### src/rtl/tx_dcoffset_iq_if.sv
// Bundles the settings write port, the sample input and the sample output of tx_dcoffset_iq.
// Latency: none. This file only groups signals; the 2-cycle pipeline lives in the design.
// Backpressure: none. in_stb and out_stb are single-cycle qualifiers with no ready path.
//
// Signals:
//   set_stb/set_addr/set_data : settings bus write (one write per cycle)
//   in_stb/in_i/in_q          : input I/Q sample and its valid strobe
//   out_stb/out_i/out_q       : compensated, saturated I/Q sample and its strobe
//   slewing                   : applied offset is still moving toward the committed target
// Modports: master drives settings and samples; slave is the compensation block.
interface tx_dcoffset_iq_if #(
    parameter int WIDTH = 16
);
    logic                    set_stb;
    logic [7:0]              set_addr;
    logic [31:0]             set_data;

    logic                    in_stb;
    logic signed [WIDTH-1:0] in_i;
    logic signed [WIDTH-1:0] in_q;

    logic                    out_stb;
    logic signed [WIDTH-1:0] out_i;
    logic signed [WIDTH-1:0] out_q;
    logic                    slewing;

    modport master (
        output set_stb, set_addr, set_data,
        output in_stb, in_i, in_q,
        input  out_stb, out_i, out_q, slewing
    );

    modport slave (
        input  set_stb, set_addr, set_data,
        input  in_stb, in_i, in_q,
        output out_stb, out_i, out_q, slewing
    );
endinterface

### src/rtl/tx_dcoffset_iq.sv
// TX DC offset compensation: adds a programmable, optionally slewed I/Q offset ahead of the DAC.
// Latency: out_stb follows in_stb by exactly 2 cycles (sum stage, saturate stage); full rate.
// Backpressure: none; every in_stb produces an out_stb, reset drops samples in flight.
//
// Ports:
//   clk, rst : clock and synchronous active-high reset
//   bus      : tx_dcoffset_iq_if.slave (settings write, input sample, output sample, slewing)
// Settings map:
//   ADDR   : [WIDTH-1:0] staged I offset, [31] staged enable (no visible effect on its own)
//   ADDR+1 : [WIDTH-1:0] Q offset, written together with the staged I/enable as one commit;
//            [30] jump, which loads the applied offset straight to the new target
module tx_dcoffset_iq #(
    parameter int         WIDTH      = 16,
    parameter logic [7:0] ADDR       = 8'd0,
    parameter int         SLEW_SHIFT = 4
) (
    input  logic           clk,
    input  logic           rst,
    tx_dcoffset_iq_if.slave bus
);

    localparam logic [7:0]              ADDR_Q = ADDR + 8'd1;
    // Largest offset change per accepted sample, held at WIDTH+1 bits so that
    // it compares directly against the unwrapped difference.
    localparam logic signed [WIDTH:0]   STEP   = (WIDTH+1)'(2 ** SLEW_SHIFT);
    localparam logic signed [WIDTH-1:0] MAXV   = {1'b0, {(WIDTH-1){1'b1}}};
    localparam logic signed [WIDTH-1:0] MINV   = {1'b1, {(WIDTH-1){1'b0}}};

    typedef enum logic {
        S_IDLE = 1'b0,
        S_SLEW = 1'b1
    } state_t;

    // ------------------------------------------------------------------
    // Settings state
    // ------------------------------------------------------------------
    // The staged Q value is not held separately: it only ever matters at the
    // moment of commit, and it arrives on the same write that commits.
    logic signed [WIDTH-1:0] staged_i;
    logic                    staged_en;
    logic signed [WIDTH-1:0] target_i;
    logic signed [WIDTH-1:0] target_q;
    logic signed [WIDTH-1:0] cur_i;
    logic signed [WIDTH-1:0] cur_q;
    logic                    enable;
    state_t                  state;

    // ------------------------------------------------------------------
    // Pipeline state
    // ------------------------------------------------------------------
    logic                    vld1;
    logic signed [WIDTH:0]   sum_i;
    logic signed [WIDTH:0]   sum_q;
    logic                    out_stb_r;
    logic signed [WIDTH-1:0] out_i_r;
    logic signed [WIDTH-1:0] out_q_r;

    // ------------------------------------------------------------------
    // Decode
    // ------------------------------------------------------------------
    logic                    wr_i;
    logic                    wr_q;
    logic                    wr_jump;
    logic signed [WIDTH-1:0] wr_q_val;

    assign wr_i     = bus.set_stb && (bus.set_addr == ADDR);
    assign wr_q     = bus.set_stb && (bus.set_addr == ADDR_Q);
    assign wr_jump  = bus.set_data[30];
    assign wr_q_val = bus.set_data[WIDTH-1:0];

    // Only a subset of the 32-bit payload is decoded; fold the rest so the
    // whole bus is visibly consumed.
    logic unused_set_bits;
    assign unused_set_bits = ^bus.set_data;

    // ------------------------------------------------------------------
    // Slew step: move cur toward tgt by at most STEP. The difference is
    // formed one bit wider than the operands so opposite-sign extremes
    // cannot wrap; the clamped step always lands between cur and tgt, so
    // the WIDTH-bit result is exact.
    // ------------------------------------------------------------------
    function automatic logic signed [WIDTH-1:0] slew_next(
        input logic signed [WIDTH-1:0] cur,
        input logic signed [WIDTH-1:0] tgt
    );
        logic signed [WIDTH:0] diff;
        logic signed [WIDTH:0] d;
        diff = {tgt[WIDTH-1], tgt} - {cur[WIDTH-1], cur};
        if (diff > STEP) begin
            d = STEP;
        end else if (diff < -STEP) begin
            d = -STEP;
        end else begin
            d = diff;
        end
        return cur + d[WIDTH-1:0];
    endfunction

    function automatic logic signed [WIDTH-1:0] saturate(
        input logic signed [WIDTH:0] s
    );
        // The two top bits disagree only when the sum left the WIDTH-bit range;
        // the top bit then tells which rail to clip to.
        if (s[WIDTH] != s[WIDTH-1]) begin
            return s[WIDTH] ? MINV : MAXV;
        end
        return s[WIDTH-1:0];
    endfunction

    logic signed [WIDTH-1:0] nxt_i;
    logic signed [WIDTH-1:0] nxt_q;
    logic signed [WIDTH-1:0] off_i;
    logic signed [WIDTH-1:0] off_q;
    logic signed [WIDTH:0]   ext_in_i;
    logic signed [WIDTH:0]   ext_in_q;
    logic signed [WIDTH:0]   ext_off_i;
    logic signed [WIDTH:0]   ext_off_q;

    always_comb begin
        nxt_i = slew_next(cur_i, target_i);
        nxt_q = slew_next(cur_q, target_q);
    end

    // cur keeps tracking the target while disabled so that re-enabling
    // picks up wherever the slew has got to.
    assign off_i     = enable ? cur_i : '0;
    assign off_q     = enable ? cur_q : '0;
    assign ext_in_i  = {bus.in_i[WIDTH-1], bus.in_i};
    assign ext_in_q  = {bus.in_q[WIDTH-1], bus.in_q};
    assign ext_off_i = {off_i[WIDTH-1], off_i};
    assign ext_off_q = {off_q[WIDTH-1], off_q};

    // ------------------------------------------------------------------
    // Settings, target tracking and slew FSM
    // ------------------------------------------------------------------
    always_ff @(posedge clk) begin
        if (rst) begin
            staged_i  <= '0;
            staged_en <= 1'b0;
            target_i  <= '0;
            target_q  <= '0;
            cur_i     <= '0;
            cur_q     <= '0;
            enable    <= 1'b0;
            state     <= S_IDLE;
        end else begin
            if (wr_i) begin
                staged_i  <= bus.set_data[WIDTH-1:0];
                staged_en <= bus.set_data[31];
            end

            // A commit takes priority over a slew step in the same cycle: a
            // strobe arriving with the commit sees the old offset and leaves
            // cur alone, so motion toward the new target starts on the next strobe.
            if (wr_q) begin
                target_i <= staged_i;
                target_q <= wr_q_val;
                enable   <= staged_en;
                if (wr_jump) begin
                    cur_i <= staged_i;
                    cur_q <= wr_q_val;
                    state <= S_IDLE;
                end else if ((cur_i != staged_i) || (cur_q != wr_q_val)) begin
                    state <= S_SLEW;
                end else begin
                    state <= S_IDLE;
                end
            end else if ((state == S_SLEW) && bus.in_stb) begin
                cur_i <= nxt_i;
                cur_q <= nxt_q;
                if ((nxt_i == target_i) && (nxt_q == target_q)) begin
                    state <= S_IDLE;
                end
            end
        end
    end

    // ------------------------------------------------------------------
    // Datapath: stage 1 widened sum, stage 2 saturate
    // ------------------------------------------------------------------
    always_ff @(posedge clk) begin
        if (rst) begin
            vld1      <= 1'b0;
            sum_i     <= '0;
            sum_q     <= '0;
            out_stb_r <= 1'b0;
            out_i_r   <= '0;
            out_q_r   <= '0;
        end else begin
            vld1 <= bus.in_stb;
            if (bus.in_stb) begin
                sum_i <= ext_in_i + ext_off_i;
                sum_q <= ext_in_q + ext_off_q;
            end
            // Outputs only update on a valid sample and hold between strobes.
            out_stb_r <= vld1;
            if (vld1) begin
                out_i_r <= saturate(sum_i);
                out_q_r <= saturate(sum_q);
            end
        end
    end

    assign bus.out_stb = out_stb_r;
    assign bus.out_i   = out_i_r;
    assign bus.out_q   = out_q_r;
    // state is a flop, so this is a registered flag.
    assign bus.slewing = (state == S_SLEW);

endmodule

### src/flat_wrapper.sv
// flat-port wrapper written by rule: the top's interface ports become plain ports
module tx_dcoffset_iq_flat 
#(
    parameter int         WIDTH      = 16,
    parameter logic [7:0] ADDR       = 8'd0,
    parameter int         SLEW_SHIFT = 4
)
  (clk, rst, bus_set_stb, bus_set_addr, bus_set_data, bus_in_stb, bus_in_i, bus_in_q, bus_out_stb, bus_out_i, bus_out_q, bus_slewing);
  tx_dcoffset_iq_if #(.WIDTH(WIDTH)) bus_i ();
  input  logic clk;
  input  logic rst;
  input wire logic [$bits(bus_i.set_stb)-1:0] bus_set_stb;
  input wire logic [$bits(bus_i.set_addr)-1:0] bus_set_addr;
  input wire logic [$bits(bus_i.set_data)-1:0] bus_set_data;
  input wire logic [$bits(bus_i.in_stb)-1:0] bus_in_stb;
  input wire logic [$bits(bus_i.in_i)-1:0] bus_in_i;
  input wire logic [$bits(bus_i.in_q)-1:0] bus_in_q;
  output wire logic [$bits(bus_i.out_stb)-1:0] bus_out_stb;
  output wire logic [$bits(bus_i.out_i)-1:0] bus_out_i;
  output wire logic [$bits(bus_i.out_q)-1:0] bus_out_q;
  output wire logic [$bits(bus_i.slewing)-1:0] bus_slewing;
  assign bus_i.set_stb = bus_set_stb;
  assign bus_i.set_addr = bus_set_addr;
  assign bus_i.set_data = bus_set_data;
  assign bus_i.in_stb = bus_in_stb;
  assign bus_i.in_i = bus_in_i;
  assign bus_i.in_q = bus_in_q;
  assign bus_out_stb = bus_i.out_stb;
  assign bus_out_i = bus_i.out_i;
  assign bus_out_q = bus_i.out_q;
  assign bus_slewing = bus_i.slewing;
  tx_dcoffset_iq #(.WIDTH(WIDTH), .ADDR(ADDR), .SLEW_SHIFT(SLEW_SHIFT)) u_core (.clk(clk), .rst(rst), .bus(bus_i));
endmodule
### config.mk
export PLATFORM = sky130hd
export DESIGN_NAME = tx_dcoffset_iq_flat
export DESIGN_NICKNAME = d
export VERILOG_FILES = /design/src/rtl/tx_dcoffset_iq_if.sv /design/src/rtl/tx_dcoffset_iq.sv /design/src/flat_wrapper.sv
export SDC_FILE = /design/constraint.sdc
export NUM_CORES = 1
export LEC_CHECK = 0
export BUFFER_PORTS_ARGS = -buffer_cell sky130_fd_sc_hd__clkbuf_2
export CORE_UTILIZATION = 55
export DETAILED_ROUTE_END_ITERATION = 8
export GPL_TIMING_DRIVEN = 0
export PLACE_DENSITY = 0.79
export SYNTH_ARGS = -nofsm -noshare
export SYNTH_HDL_FRONTEND = slang
export SYNTH_SLANG_ARGS = --single-unit
### constraint.sdc
create_clock -name clk -period 7.55 [get_ports clk]
set_clock_uncertainty 0.2 [all_clocks]
set_input_delay 0.3775 -clock clk [delete_from_list [all_inputs] [get_ports clk]]
set_output_delay 0.3775 -clock clk [all_outputs]
set_load 0.005 [all_outputs]
==> results.sh, run 1 <==
export IMPL_status="complete, no violations"
export IMPL_post_route_cells_drive_above_1_share_pct=10.8
export IMPL_mostFrequentLayoutCell="sky130_fd_sc_hd__nor2_1"
export IMPL_power_share_switching_pct=29.4
export IMPL_fmaxAchievable_ghz=0.149
export IMPL_grt_max_degree=17
export IMPL_crit_path_top_delay_cell="sky130_fd_sc_hd__a311oi_1"
export IMPL_dominantRegCellSynth="sky130_fd_sc_hd__dfxtp_1"
export IMPL_fp_coreArea_um2=21300
export IMPL_postLayoutCoreUtil_pct=63.2
export IMPL_firstDrtPassIters=7
export IMPL_clock_tree_root_cell="sky130_fd_sc_hd__clkbuf_16"
export IMPL_finalNetCount=1843
export IMPL_synth_seq_cells=151
export IMPL_wl_per_cell_um=19.9
export IMPL_synth_edf_count=0
export IMPL_vias_per_cell=6.25
export IMPL_ctsResizeCount=0
export IMPL_sequentialPowerShare_pct=43.1
export IMPL_setup_reg_to_reg_worst_slack_ns=0.84
export IMPL_r2r_end="u_core.bus.slewing"
export IMPL_post_synth_top_area_cell="sky130_fd_sc_hd__dfxtp_1"
export IMPL_antenna_cells_inserted=0
export IMPL_whs_path_depth=3
export IMPL_start_kind="register"
export IMPL_hp_start="bus_set_data[31]"
export IMPL_synthesis_area_um2=12100
export IMPL_synth_net_count=1729
export IMPL_num_io_pins=110
export IMPL_grt_first_pass_wirelength_mm=60.4
export IMPL_synth_yosys_seq_area_share_pct=25.0
export IMPL_whs_endpoint="u_core.staged_en"
export IMPL_p_int_mw=1.36
export IMPL_rsz_0062_raised_after_global_routing="no"
export IMPL_numPortBuffers=95
export IMPL_dp_hpwl_mm=30.4
export IMPL_power_static_leakage_nw=5.51
export IMPL_final_min_period_over_clock_period_pct=88.9
export IMPL_cpPeakStageDelay_ns=0.51
export IMPL_cp_required_ns=7.65
export IMPL_clock_power_share_pct=43.9
export IMPL_clk_pin_slew_worst_paths_ns=0.08
export IMPL_fin_max_slew_vios=0
export IMPL_drc_errors=0
export IMPL_die_h_um=150
export IMPL_finalWeightedCongestion=0.982
export IMPL_timing_critical_path_arrival_ns=6.82
export IMPL_dieArea_um2=22500
export IMPL_tightest_slew_ns=1.08
export IMPL_synth_area_top_cells="sky130_fd_sc_hd__dfxtp_1, sky130_fd_sc_hd__ha_1, sky130_fd_sc_hd__a21oi_1"
export IMPL_flow_area_growth_from_synthesis_pct=11.5
export IMPL_cp_max_fo=4
export IMPL_critical_path_reg2reg_startpoint="u_core.target_i[0]"
export IMPL_power_share_combinational_pct=12.9
export IMPL_worstHoldPathType="input port to register"
export IMPL_hold_buffers=0
export IMPL_cts_buffer_depth=2
export IMPL_fin_crit_ns=6.71
export IMPL_timing_final_setup_violations=0
export IMPL_via_count=12200
export IMPL_fin_tns_setup_ns=0
export IMPL_floorplan_die_width_um=150
export IMPL_synth_async_reset_ratio_pct=0
export IMPL_timing_slew_headroom_pct=28.0
export IMPL_total_power_consumption_of_the_routed_design_mw=1.93
export IMPL_postCtsSetupBuffers=0
export IMPL_timing_reg2reg_worst_path_depth=23
export IMPL_cap_violations=0
export IMPL_tritoncts="done"
export IMPL_timing_worst_setup_path_type="register to register"
export IMPL_synth_yosys_warnings=0
export IMPL_vdd_ir_drop_worst_uv=122
export IMPL_antenna_violating_nets_post_route=0
export IMPL_first_global_vias=11400
export IMPL_timing_critical_path_mode_cell="sky130_fd_sc_hd__a21oi_1"
export IMPL_cp_cell_sequence="inv_1 > ha_1 > fa_1 > nand2b_1 > a211o_1 > a21o_1 > o211ai_1 > a2111oi_0 > a311oi_1 > nor3_1 > nand4bb_1 > a21oi_1 > ha_1 > fa_1 > a211oi_1 > o21ai_0 > a21oi_1 > xor3_1 > nand2_1 > nor4_2 > nand4_1 > a2111oi_2 > a21oi_1"
export IMPL_drt_iter0_markers=1083
export IMPL_yosysTopAreaCellShare_pct=25.0
export IMPL_initial_utilization_pct=56.7
export IMPL_p_switching_uw=566
export IMPL_global_route_total_overflow=0
export IMPL_final_hold_viol_count=0
export IMPL_syn_inst=1549
export IMPL_crit_path_end_kind="register"
export IMPL_syn_mean_instance_area_um2=7.79
export IMPL_global_route_usage_total_pct=34.8
export IMPL_cts_buffers_inserted=17
export IMPL_cts_max_level=4
export IMPL_p_per_area_nw_per_um2=143
export IMPL_grt_antenna_before_repair=1
export IMPL_std_cell_rows=53
export IMPL_number_of_distinct_library_cells_after_synthesis=87
export IMPL_cts_sink_count=151
export IMPL_routed_wl_mm=38.8
export IMPL_layout_cells_most_common_list="sky130_fd_sc_hd__nor2_1, sky130_fd_sc_hd__dfxtp_1, sky130_fd_sc_hd__a21oi_1, sky130_fd_sc_hd__nand2_1, sky130_fd_sc_hd__ha_1"
export IMPL_insertion_delay_ns=0.44
[power groups by stage]
stage | logic, mW | clock network [mW] | registers [mW]
floorplan | 0.158 | 0 | 0.849
global placement | 0.238 | 0 | 0.850
detailed placement | 0.244 | 0 | 0.851
CTS | 0.245 | 0.846 | 0.833
global route | 0.273 | 0.881 | 0.835
finish | 0.249 | 0.848 | 0.833
[critical path: cells and delay by family, from the launching register on]
| kind | cells | cell delay (ns) |
|---|---|---|
| compound gates | 11 | 3.20 |
| xor+xnor | 1 | 0.24 |
| fa+ha+maj | 4 | 1.28 |
| buf+inv | 1 | 0.06 |
| flops | 1 | 0.40 |
| simple gates | 6 | 1.17 |
[registers in the layout, summed over array words and instances (netlist names)]
signal,count
u_core.bus.out_stb,1
u_core.bus.out_i,16
u_core.vld1,1
u_core.target_i,16
u_core.bus.slewing,1
u_core.staged_en,1
u_core.sum_q,17
u_core.enable,1
u_core.sum_i,17
u_core.target_q,16
u_core.cur_q,16
u_core.bus.out_q,16
u_core.staged_i,16
u_core.cur_i,16
[through the flow]
stage | setup slack (ns) | cell area [µm²] | hold WS, ns | instances
2_1_floorplan | 2.07 | 12100 | 0.231 | 1549
3_3_place_gp | 1.05 | 12900 | 0.247 | 1919
3_5_place_dp | 1.02 | 12900 | 0.259 | 1919
4_1_cts | 0.966 | 13500 | 0.0283 | 1951
5_1_grt | 0.448 | 13500 | 0.0575 | 1951
6_report | 0.836 | 13500 | 0.0355 | 1951
[metal layers]
metal | global-route usage [%] | vias to the layer above | routed length [µm]
met4 | 15.7 | 2 | 1600
met5 | 0 | - | 13
li1 | - | 5826 | -
met3 | 6.67 | 126 | 3070
met2 | 57.9 | 532 | 17800
met1 | 43.4 | 5706 | 16300
[cell usage after synthesis, drive strengths merged, types with 10 or more instances]
cell type  count
a211oi        43
a21o          16
a21oi        143
a311oi        22
a31oi         16
and2          34
buf           23
clkbuf        61
dfxtp        151
ha            98
inv           70
mux2i         38
nand2        136
nand2b        29
nand3         23
nand4         27
nor2         172
nor2b         19
nor3          46
nor4          13
o211ai        33
o21a          11
o21ai         70
o31ai         13
or2           10
xnor2         77
xor2          26
[how the worst max path moves through the flow]
stage                       start                  to  slack [ns]  cells after the start
6_report       u_core.target_i[0]  u_core.bus.slewing        0.84                     23
5_1_grt           u_core.cur_q[0]  u_core.bus.slewing        0.45                     22
4_1_cts        u_core.target_i[0]  u_core.bus.slewing        0.97                     23
3_5_place_dp      u_core.cur_q[0]  u_core.bus.slewing        1.02                     22
3_3_place_gp      u_core.cur_q[0]  u_core.bus.slewing        1.05                     22
2_1_floorplan  u_core.target_i[0]  u_core.bus.slewing        2.07                     22
[cells by family after synthesis]
logic type / synth area share, %
multiplexers: 3.34
AO/OA/AOI/OAI: 24.3
buffers and inverters: 5.06
AND/OR/NAND/NOR: 22.4
flip-flops: 25.0
XOR/XNOR: 8.80
adder cells (fa/ha/maj): 11.2
[cell type report]
class	count	area, µm²
multi-input combinational	1244	8440
fill	1935	7830
sequential	151	3020
timing repair buffer	95	475
clock buffer	18	439
buffer	84	348
tap	275	344
inverter	70	263
clock inverter	14	130
(Power assumes the default switching activity.)
==> run 2, diff against run 1 <==
--- a/config.mk
+++ b/config.mk
@@ -9,6 +9,7 @@
 export CORE_UTILIZATION = 55
 export DETAILED_ROUTE_END_ITERATION = 8
 export GPL_TIMING_DRIVEN = 0
+export HOLD_SLACK_MARGIN = 0.05
 export PLACE_DENSITY = 0.79
 export SYNTH_ARGS = -nofsm -noshare
 export SYNTH_HDL_FRONTEND = slang
==> run 2 against run 1 <==
Register-to-register slack lost 0.06 ns. Fmax shrank 0.90%. Highest routed layer unchanged. Non-clock buffer count grew 3.
==> results.sh, run 2 (same netlist as run 1, synthesis figures left out) <==
export IMPL_status="complete, no violations"
export IMPL_grt_first_pass_wirelength_mm=60.5
export IMPL_clock_tree_root_cell="sky130_fd_sc_hd__clkbuf_16"
export IMPL_global_route_total_overflow=0
export IMPL_largestRegisters="u_core.sum_i x17, u_core.sum_q x17"
export IMPL_vdd_ir_drop_worst_uv=121
export IMPL_fin_cells=1954
export IMPL_postLayoutCoreUtil_pct=63.4
export IMPL_ctsResizeCount=0
export IMPL_flow_area_growth_from_synthesis_pct=11.8
export IMPL_cts_max_level=4
export IMPL_timing_critical_path_arrival_ns=6.87
export IMPL_finalWeightedCongestion=0.982
export IMPL_p_per_area_nw_per_um2=143
export IMPL_drt_iter0_markers=1087
export IMPL_numPortBuffers=95
export IMPL_cp_required_ns=7.65
export IMPL_cap_violations=0
export IMPL_fin_crit_ns=6.77
export IMPL_num_io_pins=110
export IMPL_power_static_leakage_nw=5.52
export IMPL_std_cell_rows=53
export IMPL_tightest_slew_ns=1.02
export IMPL_grt_antenna_before_repair=1
export IMPL_final_hold_viol_count=0
export IMPL_tritoncts="done"
export IMPL_timing_final_setup_violations=0
export IMPL_timing_slew_headroom_pct=32.1
export IMPL_cp_max_fo=4
export IMPL_dieArea_um2=22500
export IMPL_wl_per_cell_um=19.8
export IMPL_first_global_vias=11400
export IMPL_fp_coreArea_um2=21300
export IMPL_layout_cells_most_common_list="sky130_fd_sc_hd__nor2_1, sky130_fd_sc_hd__dfxtp_1, sky130_fd_sc_hd__a21oi_1, sky130_fd_sc_hd__nand2_1, sky130_fd_sc_hd__ha_1"
export IMPL_dp_hpwl_mm=30.4
export IMPL_mostFrequentLayoutCell="sky130_fd_sc_hd__nor2_1"
export IMPL_placed_cells_incl_taps=1919
export IMPL_start_kind="register"
export IMPL_finalNetCount=1846
export IMPL_die_h_um=150
export IMPL_fmaxAchievable_ghz=0.148
export IMPL_postPlaceCellArea_um2=12900
export IMPL_firstDrtPassIters=6
export IMPL_fin_max_slew_vios=0
export IMPL_num_fill_cells=1932
export IMPL_worstHoldPathType="input port to register"
export IMPL_antenna_cells_inserted=0
export IMPL_grt_max_degree=17
export IMPL_cts_buffers_inserted=17
export IMPL_vias_per_cell=6.25
export IMPL_insertion_delay_ns=0.44
export IMPL_timing_worst_setup_path_type="register to register"
export IMPL_final_min_period_over_clock_period_pct=89.7
export IMPL_clk_pin_slew_worst_paths_ns=0.07
export IMPL_post_route_cells_drive_above_1_share_pct=10.8
export IMPL_crit_path_end_kind="register"
export IMPL_fin_tns_setup_ns=0
export IMPL_global_route_usage_total_pct=34.8
export IMPL_initial_utilization_pct=56.7
export IMPL_antenna_violating_nets_post_route=0
export IMPL_drc_errors=0
export IMPL_routed_wl_mm=38.7
export IMPL_floorplan_die_width_um=150
export IMPL_rsz_0062_raised_after_global_routing="no"
export IMPL_holdWs_ns=0.0809
export IMPL_final_cell_area_um2=13500
export IMPL_cts_buffer_depth=2
export IMPL_cts_sink_count=151
export IMPL_via_count=12200
-- run 2: cell count changes in the layout (fill, tap and decap cells not counted) --
| cell | change |
|---|---|
| sky130_fd_sc_hd__dlygate4sd3_1 | +3 |
-- run 2: cell type report --
type | instances | area [µm²] | area share (%)
Multi-Input combinational cell | 1244 | 8440 | 62.6
Buffer | 84 | 348 | 2.58
Clock buffer | 18 | 439 | 3.26
Clock inverter | 14 | 130 | 0.964
Timing Repair Buffer | 98 | 505 | 3.75
Tap cell | 275 | 344 | 2.55
Inverter | 70 | 263 | 1.95
Sequential cell | 151 | 3020 | 22.4
-- run 2: power by group --
| group | total [mW] | internal (mW) | leakage [nW] | switching [mW] |
|---|---|---|---|---|
| Combinational | 0.250 | 0.0997 | 4.02 | 0.151 |
| Sequential | 0.833 | 0.819 | 1.23 | 0.0133 |
| Clock | 0.847 | 0.445 | 0.276 | 0.402 |
-- run 2: per-stage QoR --
step | setup WS, ns | power (mW)
floorplan | 2.07 | 1.01
global placement | 1.05 | 1.09
detailed placement | 1.02 | 1.09
CTS | 0.966 | 1.93
global route | 0.448 | 1.99
finish | 0.775 | 1.93
-- run 2: metal layers --
layer / track usage [%] / wire length (µm) / share of wire (%) / vias up
met5: 0 / 13 / 0.034 / -
met4: 15.7 / 1550 / 4.0 / 2
met3: 6.70 / 3230 / 8.3 / 121
met2: 58.1 / 17800 / 46 / 552
met1: 43.4 / 16100 / 42 / 5688
li1: - / - / - / 5842
-- run 2: repair_timing --
| action | 4_1_cts | 5_1_grt |
|---|---|---|
| hold buffers | 3 | 0 |
| buffers inserted | 0 | 0 |
| hold endpoints to repair | 4 | 0 |
-- run 2: path summary, 6_finish.rpt --
check	startpoint	endpoint	slack, ns	cells after the start
worst max register to register	u_core.target_i[0]	u_core.bus.slewing	0.78	23
worst min register to register	u_core.bus.out_q[0]	u_core.bus.out_q[0]	0.27	2
worst min-delay path	bus_set_data[10]	u_core.target_q[10]	0.08	3
worst max-delay path	u_core.target_i[0]	u_core.bus.slewing	0.78	23
-- run 2: critical path: stages, from the launching register on --
cell and delay [ns]:
sky130_fd_sc_hd__dfxtp_1 0.40, sky130_fd_sc_hd__inv_1 0.06, sky130_fd_sc_hd__ha_1 0.20, sky130_fd_sc_hd__fa_1 0.40, sky130_fd_sc_hd__nand2b_1 0.20, sky130_fd_sc_hd__a211o_1 0.34
sky130_fd_sc_hd__a21o_1 0.21, sky130_fd_sc_hd__o211ai_1 0.26, sky130_fd_sc_hd__a2111oi_0 0.14, sky130_fd_sc_hd__a311oi_1 0.52, sky130_fd_sc_hd__nor3_1 0.12, sky130_fd_sc_hd__nand4bb_1 0.21
sky130_fd_sc_hd__a21oi_1 0.11, sky130_fd_sc_hd__ha_1 0.25, sky130_fd_sc_hd__fa_1 0.43, sky130_fd_sc_hd__a211oi_1 0.43, sky130_fd_sc_hd__o21ai_0 0.33, sky130_fd_sc_hd__a21oi_1 0.33
sky130_fd_sc_hd__xor3_1 0.24, sky130_fd_sc_hd__nand2_1 0.07, sky130_fd_sc_hd__nor4_2 0.25, sky130_fd_sc_hd__nand4_1 0.32, sky130_fd_sc_hd__a2111oi_2 0.48, sky130_fd_sc_hd__a21oi_1 0.11
==> run 3, diff against run 2 <==
--- a/config.mk
+++ b/config.mk
@@ -6,6 +6,7 @@
 export NUM_CORES = 1
 export LEC_CHECK = 0
 export BUFFER_PORTS_ARGS = -buffer_cell sky130_fd_sc_hd__clkbuf_2
+export CORE_MARGIN = 3
 export CORE_UTILIZATION = 55
 export DETAILED_ROUTE_END_ITERATION = 8
 export GPL_TIMING_DRIVEN = 0
==> run 3 against run 2 <==
Worst setup slack got worse by 0.080 ns. Cell count about the same. Via count increased by 0.34%. Die area increased by 5.4%. Total power increased by 2.7%. Clock power increased by 6.4%. Hold slack got worse by 0.010 ns. Clock-buffer cell count decreased by 1. Flip-flop and latch count unchanged. Utilization increased by 0.22 points. Non-clock buffer count decreased by 1. Largest cell class unchanged. Largest power group unchanged.
==> results.sh, run 3 (same netlist as run 1, synthesis figures left out) <==
export IMPL_critical_path_reg2reg_startpoint="u_core.target_i[0]"
export IMPL_final_hold_viol_count=0
export IMPL_total_power_consumption_of_the_routed_design_mw=1.98
export IMPL_antenna_violating_nets_post_route=0
export IMPL_status="complete, no violations"
export IMPL_dp_hpwl_mm=30.2
export IMPL_fin_tns_setup_ns=0
export IMPL_timing_final_setup_violations=0
export IMPL_floorplan_die_width_um=154
export IMPL_r2r_end="u_core.bus.slewing"
export IMPL_crit_path_start="u_core.target_i[0]"
export IMPL_power_static_leakage_nw=5.55
export IMPL_detailedPlace_worstSlack_ns=0.921
export IMPL_grt_max_degree=19
export IMPL_antenna_cells_inserted=0
export IMPL_wl_per_cell_um=19.8
export IMPL_fin_worst_setup_slack_ns=0.695
export IMPL_tightest_slew_ns=1.03
export IMPL_vias_per_cell=6.27
export IMPL_cts_buffers_inserted=17
export IMPL_start_kind="register"
export IMPL_timing_slew_headroom_pct=31.0
export IMPL_rsz_0062_raised_after_global_routing="no"
export IMPL_global_route_usage_total_pct=31.3
export IMPL_vdd_ir_drop_worst_uv=135
export IMPL_drt_iter0_markers=1158
export IMPL_clock_tree_root_cell="sky130_fd_sc_hd__clkbuf_16"
export IMPL_ctsResizeCount=0
export IMPL_cap_violations=0
export IMPL_finalNetCount=1845
export IMPL_post_route_cells_drive_above_1_share_pct=10.8
export IMPL_clk_pin_slew_worst_paths_ns=0.08
export IMPL_setup_reg_to_reg_worst_slack_ns=0.69
export IMPL_fin_max_slew_vios=0
export IMPL_layout_cells_most_common_list="sky130_fd_sc_hd__nor2_1, sky130_fd_sc_hd__dfxtp_1, sky130_fd_sc_hd__a21oi_1, sky130_fd_sc_hd__nand2_1, sky130_fd_sc_hd__ha_1"
export IMPL_dieArea_um2=23800
export IMPL_p_per_area_nw_per_um2=146
export IMPL_fmaxAchievable_ghz=0.146
export IMPL_insertion_delay_ns=0.44
export IMPL_postPlaceCellArea_um2=12900
export IMPL_global_route_total_overflow=0
export IMPL_largestRegisters="u_core.sum_i x17, u_core.sum_q x17"
export IMPL_flow_area_growth_from_synthesis_pct=12.1
export IMPL_timing_reg2reg_worst_path_depth=23
export IMPL_whs_path_depth=3
export IMPL_mostFrequentLayoutCell="sky130_fd_sc_hd__nor2_1"
export IMPL_via_count=12200
export IMPL_first_global_vias=11400
export IMPL_cp_required_ns=7.65
export IMPL_routed_wl_mm=38.7
export IMPL_grt_first_pass_wirelength_mm=59.9
export IMPL_initial_utilization_pct=56.7
export IMPL_numPortBuffers=95
export IMPL_std_cell_rows=53
export IMPL_timing_worst_setup_path_type="register to register"
export IMPL_postCtsSetupBuffers=0
export IMPL_die_h_um=154
export IMPL_final_cell_area_um2=13500
export IMPL_fin_cells=1953
export IMPL_crit_path_end_kind="register"
export IMPL_finalWeightedCongestion=1.01
export IMPL_num_io_pins=110
export IMPL_timing_critical_path_arrival_ns=6.96
export IMPL_grt_antenna_before_repair=0
export IMPL_drc_errors=0
export IMPL_fp_coreArea_um2=21300
export IMPL_placed_cells_incl_taps=1919
export IMPL_holdWs_ns=0.0706
export IMPL_cts_buffer_depth=2
export IMPL_tritoncts="done"
export IMPL_cp_endpoint="u_core.bus.slewing"
export IMPL_worstHoldPathType="input port to register"
export IMPL_fin_crit_ns=6.86
export IMPL_firstDrtPassIters=6
export IMPL_cts_max_level=4
export IMPL_final_min_period_over_clock_period_pct=90.8
export IMPL_postLayoutCoreUtil_pct=63.6
export IMPL_cts_sink_count=151
export IMPL_cp_max_fo=4
-- run 3: cell types whose count changed in the layout (fill, tap and decap cells not counted) --
cell                            previous run  this run
sky130_fd_sc_hd__clkinvlp_4                2         0
sky130_fd_sc_hd__clkbuf_8                  1         0
sky130_fd_sc_hd__dlygate4sd3_1             3         2
sky130_fd_sc_hd__clkinv_8                  0         5
sky130_fd_sc_hd__clkinv_4                  3         1
sky130_fd_sc_hd__inv_6                     5         4
sky130_fd_sc_hd__bufinv_16                 0         1
-- run 3: what timing repair did --
action,CTS,global route
setup endpoints to repair,0,0
hold endpoints to repair,2,0
hold buffers,2,0
-- run 3: metal layers --
metal	global-route usage (%)	wire length, µm	up-vias
li1	-	-	5855
met1	40.8	16100	5678
met2	51.0	17400	586
met3	5.54	3490	128
met4	13.1	1630	0
met5	0	0	-
-- run 3: worst min-delay path by stage --
stage	to	slack, ns	from
global route	u_core.target_q[12]	0.07	bus_set_data[12]
finish	u_core.target_q[13]	0.07	bus_set_data[13]
CTS	u_core.target_q[13]	0.07	bus_set_data[13]
detailed placement	u_core.enable	0.26	u_core.staged_en
floorplan	u_core.enable	0.23	u_core.staged_en
global placement	u_core.enable	0.25	u_core.staged_en
-- run 3: final cells by class --
cell class	count	area, µm²
Multi-Input combinational cell	1244	8440
Fill cell	1860	7750
Sequential cell	151	3020
Timing Repair Buffer	97	495
Clock buffer	17	425
Buffer	84	348
Tap cell	275	344
Inverter	70	263
Clock inverter	15	200
-- run 3: power breakdown --
group | switching, mW | total (mW) | internal [mW]
clock | 0.420 | 0.901 | 0.482
sequential | 0.0132 | 0.832 | 0.819
combinational | 0.150 | 0.249 | 0.0990
total | 0.583 | 1.98 | 1.40
-- run 3: critical path, cell delays in order (launching register included) --
cell and delay [ns]:
sky130_fd_sc_hd__dfxtp_1 0.39, sky130_fd_sc_hd__inv_1 0.06, sky130_fd_sc_hd__ha_1 0.21, sky130_fd_sc_hd__fa_1 0.40, sky130_fd_sc_hd__nand2b_1 0.20, sky130_fd_sc_hd__a211o_1 0.35
sky130_fd_sc_hd__a21o_1 0.22, sky130_fd_sc_hd__o211ai_1 0.28, sky130_fd_sc_hd__a2111oi_0 0.15, sky130_fd_sc_hd__a311oi_1 0.46, sky130_fd_sc_hd__nor3_1 0.13, sky130_fd_sc_hd__nand4bb_1 0.20
sky130_fd_sc_hd__a21oi_1 0.11, sky130_fd_sc_hd__ha_1 0.24, sky130_fd_sc_hd__fa_1 0.42, sky130_fd_sc_hd__a211oi_1 0.43, sky130_fd_sc_hd__o21ai_0 0.38, sky130_fd_sc_hd__a21oi_1 0.38
sky130_fd_sc_hd__xor3_1 0.26, sky130_fd_sc_hd__nand2_1 0.08, sky130_fd_sc_hd__nor4_2 0.27, sky130_fd_sc_hd__nand4_1 0.31, sky130_fd_sc_hd__a2111oi_2 0.47, sky130_fd_sc_hd__a21oi_1 0.13
